$ cat src/rtl/ft6_stream_packer.sv
// Buffers 64-bit ADC words in a FIFO and streams each one to an FT601 bus as two 32-bit beats,
// low half first. Words that arrive while the FIFO is full are dropped, counted and flagged.
module ft6_stream_packer #(
  parameter int unsigned DEPTH = 16,
  parameter int unsigned AW    = 4
) (
  input  logic          ft6_clk,
  input  logic          rst,
  input  logic [63:0]   in_data,
  input  logic          in_valid,
  input  logic          ft6_txe_n,
  output logic [31:0]   ft6_data,
  output logic [3:0]    ft6_be,
  output logic          ft6_wr_n,
  output logic [AW:0]   fifo_level,
  output logic [15:0]   drop_cnt,
  output logic          overflow
);

  localparam int unsigned LW = AW + 1;

  localparam logic [1:0] ST_IDLE = 2'd0;
  localparam logic [1:0] ST_LOW  = 2'd1;
  localparam logic [1:0] ST_HIGH = 2'd2;

  logic [63:0]   r_mem [DEPTH];
  logic [AW-1:0] r_wptr;
  logic [AW-1:0] r_rptr;
  logic [LW-1:0] r_level;
  logic [15:0]   r_drop_cnt;
  logic          r_overflow;
  logic [1:0]    r_state;
  logic [31:0]   r_hold_hi;
  logic [31:0]   r_data;
  logic [3:0]    r_be;
  logic          r_wr_n;

  logic [1:0]    w_state_nxt;
  logic [31:0]   w_hold_nxt;
  logic [31:0]   w_data_nxt;
  logic [3:0]    w_be_nxt;
  logic          w_wr_n_nxt;
  logic          w_pop;
  logic          w_push;
  logic          w_drop;
  logic          w_empty;
  logic          w_full;
  logic          w_accept;
  logic [63:0]   w_head;

  assign w_head   = r_mem[r_rptr];
  assign w_empty  = (r_level == '0);
  assign w_full   = (r_level == LW'(DEPTH));
  assign w_accept = ~r_wr_n & ~ft6_txe_n;
  // A full FIFO still takes a word when the head leaves on the same edge.
  assign w_push   = in_valid & (~w_full | w_pop);
  assign w_drop   = in_valid & ~w_push;

  // Next-state and next-output logic for the bus side.
  always_comb begin
    w_state_nxt = r_state;
    w_hold_nxt  = r_hold_hi;
    w_data_nxt  = r_data;
    w_wr_n_nxt  = r_wr_n;
    w_pop       = 1'b0;
    case (r_state)
      ST_IDLE: begin
        if (!w_empty && !ft6_txe_n) begin
          w_pop       = 1'b1;
          w_hold_nxt  = w_head[63:32];
          w_data_nxt  = w_head[31:0];
          w_wr_n_nxt  = 1'b0;
          w_state_nxt = ST_LOW;
        end
      end
      ST_LOW: begin
        if (w_accept) begin
          w_data_nxt  = r_hold_hi;
          w_state_nxt = ST_HIGH;
        end
      end
      ST_HIGH: begin
        if (w_accept) begin
          if (!w_empty) begin
            w_pop       = 1'b1;
            w_hold_nxt  = w_head[63:32];
            w_data_nxt  = w_head[31:0];
            w_state_nxt = ST_LOW;
          end else begin
            w_wr_n_nxt  = 1'b1;
            w_data_nxt  = '0;
            w_state_nxt = ST_IDLE;
          end
        end
      end
      default: begin
        w_wr_n_nxt  = 1'b1;
        w_data_nxt  = '0;
        w_state_nxt = ST_IDLE;
      end
    endcase
    w_be_nxt = w_wr_n_nxt ? 4'h0 : 4'hF;
  end

  always_ff @(posedge ft6_clk or posedge rst) begin
    if (rst) begin
      r_state   <= ST_IDLE;
      r_hold_hi <= '0;
      r_data    <= '0;
      r_be      <= 4'h0;
      r_wr_n    <= 1'b1;
    end else begin
      r_state   <= w_state_nxt;
      r_hold_hi <= w_hold_nxt;
      r_data    <= w_data_nxt;
      r_be      <= w_be_nxt;
      r_wr_n    <= w_wr_n_nxt;
    end
  end

  // FIFO pointers, occupancy and drop accounting.
  always_ff @(posedge ft6_clk or posedge rst) begin
    if (rst) begin
      r_wptr     <= '0;
      r_rptr     <= '0;
      r_level    <= '0;
      r_drop_cnt <= '0;
      r_overflow <= 1'b0;
    end else begin
      if (w_push) r_wptr <= r_wptr + AW'(1);
      if (w_pop)  r_rptr <= r_rptr + AW'(1);
      case ({w_push, w_pop})
        2'b10:   r_level <= r_level + LW'(1);
        2'b01:   r_level <= r_level - LW'(1);
        default: r_level <= r_level;
      endcase
      if (w_drop) begin
        r_overflow <= 1'b1;
        if (r_drop_cnt != 16'hFFFF) r_drop_cnt <= r_drop_cnt + 16'd1;
      end
    end
  end

  always_ff @(posedge ft6_clk) begin
    if (w_push) r_mem[r_wptr] <= in_data;
  end

  assign ft6_data   = r_data;
  assign ft6_be     = r_be;
  assign ft6_wr_n   = r_wr_n;
  assign fifo_level = r_level;
  assign drop_cnt   = r_drop_cnt;
  assign overflow   = r_overflow;

endmodule
$ cat config.mk
export PLATFORM = sky130hd
export DESIGN_NAME = ft6_stream_packer
export DESIGN_NICKNAME = d
export VERILOG_FILES = /design/src/rtl/ft6_stream_packer.sv
export SDC_FILE = /design/constraint.sdc
export NUM_CORES = 1
export LEC_CHECK = 0
export BUFFER_PORTS_ARGS = -buffer_cell sky130_fd_sc_hd__buf_2
export CORE_UTILIZATION = 34
export CTS_BUF_LIST = sky130_fd_sc_hd__clkbuf_8
export CTS_CLUSTER_DIAMETER = 100
export DETAILED_ROUTE_END_ITERATION = 16
export GPL_TIMING_DRIVEN = 0
export PLACE_DENSITY_LB_ADDON = 0.12
export SLEW_MARGIN = 20
export SYNTH_ARGS = -nofsm -noshare
export SYNTH_HDL_FRONTEND = slang
export SYNTH_SLANG_ARGS = --single-unit
$ cat constraint.sdc
create_clock -name ft6_clk -period 9.7 [get_ports ft6_clk]
set_clock_uncertainty 0.1 [all_clocks]
set_input_delay 1.455 -clock ft6_clk [delete_from_list [all_inputs] [get_ports ft6_clk]]
set_output_delay 1.455 -clock ft6_clk [all_outputs]
set_load 0.02 [all_outputs]
==> run_results.csv <==
group,metric,value,unit
status,status,"complete, no violations",
setup_path,r2r_cells,11,
detailed_routing,drt-pass1-iter-count,5,
clock_network,cts_root_buffer,"clkbuf_8",
global_route,grt_pass1_vias,23000,
die,die_x,358,µm
setup_path,r2r_start,"ft6_wr_n",
power_and_ir_drop,p_clk_share,26.4,%
setup_path,crit_buf_inv,7,
setup_path,r2r_end,"r_mem[2][39]",
timing,relSlewSlack,25.0,%
logic_synthesis,netlist_area,0.0430,mm²
timing,finalSetupViolCount,0,
clock_network,clkTransAtPathRegs,0.05,ns
logic_synthesis,synth_flop_cell,"edfxtp_1",
global_route,antenna_found_initial,16,
hold_path,hold_depth,1,
logic_synthesis,syn-instance-count,1962,
clock_network,cts_inserted_buffers,188,
power_and_ir_drop,power_frac_comb,31.0,%
layout,post-route-util,40.5,%
detailed_routing,route.detailed.drc,0,
timing,fmax,237,MHz
setup_path,cp_num_cells,11,
timing,drv_slew,0,
die,dieArea,0.128,mm²
logic_synthesis,synth_top_cell_by_area,"edfxtp_1",
die,fp.dieH,358,µm
power_and_ir_drop,fin_total_pwr,0.0145,W
detailed_routing,viasPerCell,5.16,
die,placementRows,130,
timing,min_period,4.23,ns
clock_network,clock-sinks,1122,
logic_synthesis,ys_seq_area_share,77.2,%
die,start_util,34.3,%
setup_path,worstSetupPathType,"primary input to flip-flop",
clock_network,ctsResizeCount,0,
setup_path,crit_path_frequent_cell,"buf_6",
logic_synthesis,synth.area.top_cells,"edfxtp_1, mux4_2, dfrtp_1, mux2i_1, mux2_2",
global_route,grt_use_total,19.1,%
logic_synthesis,yosysMostFrequentCell,"edfxtp_1",
power_and_ir_drop,p_per_area,284,mW/mm²
detailed_routing,ant_nets,0,
layout,fin_nets,2453,
layout,syn_to_final_growth,18.3,%
setup_path,endpoint_kind,"flip-flop",
global_route,grt_max_degree,63,
power_and_ir_drop,ir_drop,0.181,mV
die,core-area,0.126,mm²
detailed_routing,wire_per_inst,28.6,µm
setup_path,start_kind,"primary input",
power_and_ir_drop,p_leak,17.2,nW
clock_network,cts_tree,"done",
setup_path,required,10.19,ns
detailed_routing,initialDrtViolationCount,1941,
logic_synthesis,postSynthAreaPerCell,21.9,µm²
layout,stdcell_area,0.0509,mm²
power_and_ir_drop,seqPwrFrac,42.6,%
run,maxCapViolCount,0,
clock_network,htree_levels,4,
placement,dp.cells,3835,
timing,fin_crit_sh,43.6,%
logic_synthesis,synthDistinctLibCells,48,
global_route,overflow,0,
placement,globalplace.congestion,0.769,
logic_synthesis,synth_fp_nets,2040,
global_route,grt_pass1_wl,170000,µm
logic_synthesis,synth_edf_count,1024,
logic_synthesis,ys_ff_latch,1122,
setup_path,slowest_delay,0.68,ns
logic_synthesis,synth.top_cells.by_count,"edfxtp_1, mux4_2, dfrtp_1, mux2i_1, nand2_1",
setup_path,crit_chain,"clkbuf_1 > a211oi_1 > o21a_1 > clkbuf_1 > nand2_1 > nor3_2 > buf_6 > buf_6 > buf_4 > buf_6 > buf_4",
die,ios,127,
logic_synthesis,async_reset_ff_share,8.73,%
setup_path,crit_family,"buffers and inverters",
placement,placedInstanceArea,0.0475,mm²
clock_network,cts.path.max_buffers,3,
clock_network,hold_buffers,0,
timing,worstMarginPinSlew,1.12,ns
setup_path,critPathCapture,"r_mem[2][39]",
clock_network,clk-insertion-delay-late,0.88,ns
setup_path,crit_path_start,"ft6_txe_n",
layout,layout-drive-gt1-share,32.6,%
layout,n_fill_cell,11300,
setup_path,critical_path.slowest_cell,"nor3_2",
setup_path,worst-endpoint-arrival,4.72,ns
timing,rsz0062_at_grt,"false",
timing,finalHoldViolCount,0,
logic_synthesis,synth_top_area_share,71.5,%
placement,io_buffers,124,
layout,fin_cells,4186,
logic_synthesis,ys.warnings.count,0,
placement,dpl.hpwl,82000,µm
detailed_routing,num_vias,21600,
detailed_routing,routed_wl,120000,µm
power_and_ir_drop,swShare,32.9,%
setup_path,cp_max_fo,8,
hold_path,min_path_type,"flip-flop to flip-flop",
setup_path,reg2reg_slack,5.63,ns
clock_network,post-cts-setup-buffers,0,
power_and_ir_drop,internal-power,0.00969,W
power_and_ir_drop,p_sw,0.00476,W
power by group through the flow:
stage          Clock, W  Combinational, W  Sequential [W]
6_report        0.00382           0.00448         0.00615
5_1_grt         0.00413           0.00482         0.00620
4_1_cts         0.00394           0.00460         0.00616
3_5_place_dp          0           0.00459         0.00626
3_3_place_gp          0           0.00430         0.00637
2_1_floorplan         0           0.00274         0.00624
how the worst min path moves through the flow:
stage / startpoint / end / slack, ns
2_1_floorplan: r_hold_hi[31] / r_hold_hi[31] / 0.35
3_3_place_gp: overflow / overflow / 0.34
3_5_place_dp: overflow / overflow / 0.35
4_1_cts: overflow / overflow / 0.37
5_1_grt: overflow / overflow / 0.42
6_report: overflow / overflow / 0.36
placed cells by master, fill, tap and decap left out, types with 43 or more instances in the layout:
cell type  instances
edfxtp_1        1024
mux4_2           247
clkbuf_8         198
buf_2            151
dfrtp_1           97
mux2i_1           90
inv_1             78
nand2_1           66
buf_4             54
clkbuf_1          50
mux2_2            48
o221ai_1          43
clkinv_1          43
cell type report:
class                   instances  area [µm²]  area share, %
diodes                          5        12.5         0.0246
plain buffers                 114         561           1.10
clock buffers                 198        2730           5.35
clock inverters               148         687           1.35
inverters                       9        38.8         0.0762
multi-input cells             717        9350           18.4
flip-flops and latches       1122       33200           65.2
well taps                    1650        2060           4.06
repair buffers                223        2250           4.42
metrics by stage:
step / hold WS [ns] / TNS (ns) / worst slack (ns)
global route: 0.421 / 0 / 5.36
floorplan: 0.351 / 0 / 2.13
global placement: 0.344 / -1948.60 / -5.63
detailed placement: 0.350 / 0 / 4.63
CTS: 0.366 / 0 / 5.62
finish: 0.360 / 0 / 5.47
state kept, by name (all words and copies together) (netlist names):
register / count
r_mem: 1024
overflow: 1
drop_cnt: 16
r_wptr: 4
r_hold_hi: 32
r_state: 2
ft6_data: 32
ft6_wr_n: 1
fifo_level: 5
r_rptr: 4
ft6_be: 1
cells by family after synthesis:
logic type	count (synthesis)	share of synthesized area (%)
XOR/XNOR	23	0.468
multiplexers	385	16.3
flip-flops	1122	77.2
AND/OR/NAND/NOR	156	1.66
adder cells (fa/ha/maj)	10	0.308
buffers and inverters	123	1.38
AO/OA/AOI/OAI	143	2.74
layer usage:
layer | global-route usage (%) | wire [µm] | up-vias
met5 | 0 | 93 | -
met1 | 25.8 | 52900 | 11700
met4 | 5.32 | 2310 | 14
li1 | - | - | 9120
met2 | 30.5 | 57300 | 607
met3 | 4.73 | 7310 | 202
Note: power is estimated with default switching activity, not from simulation.
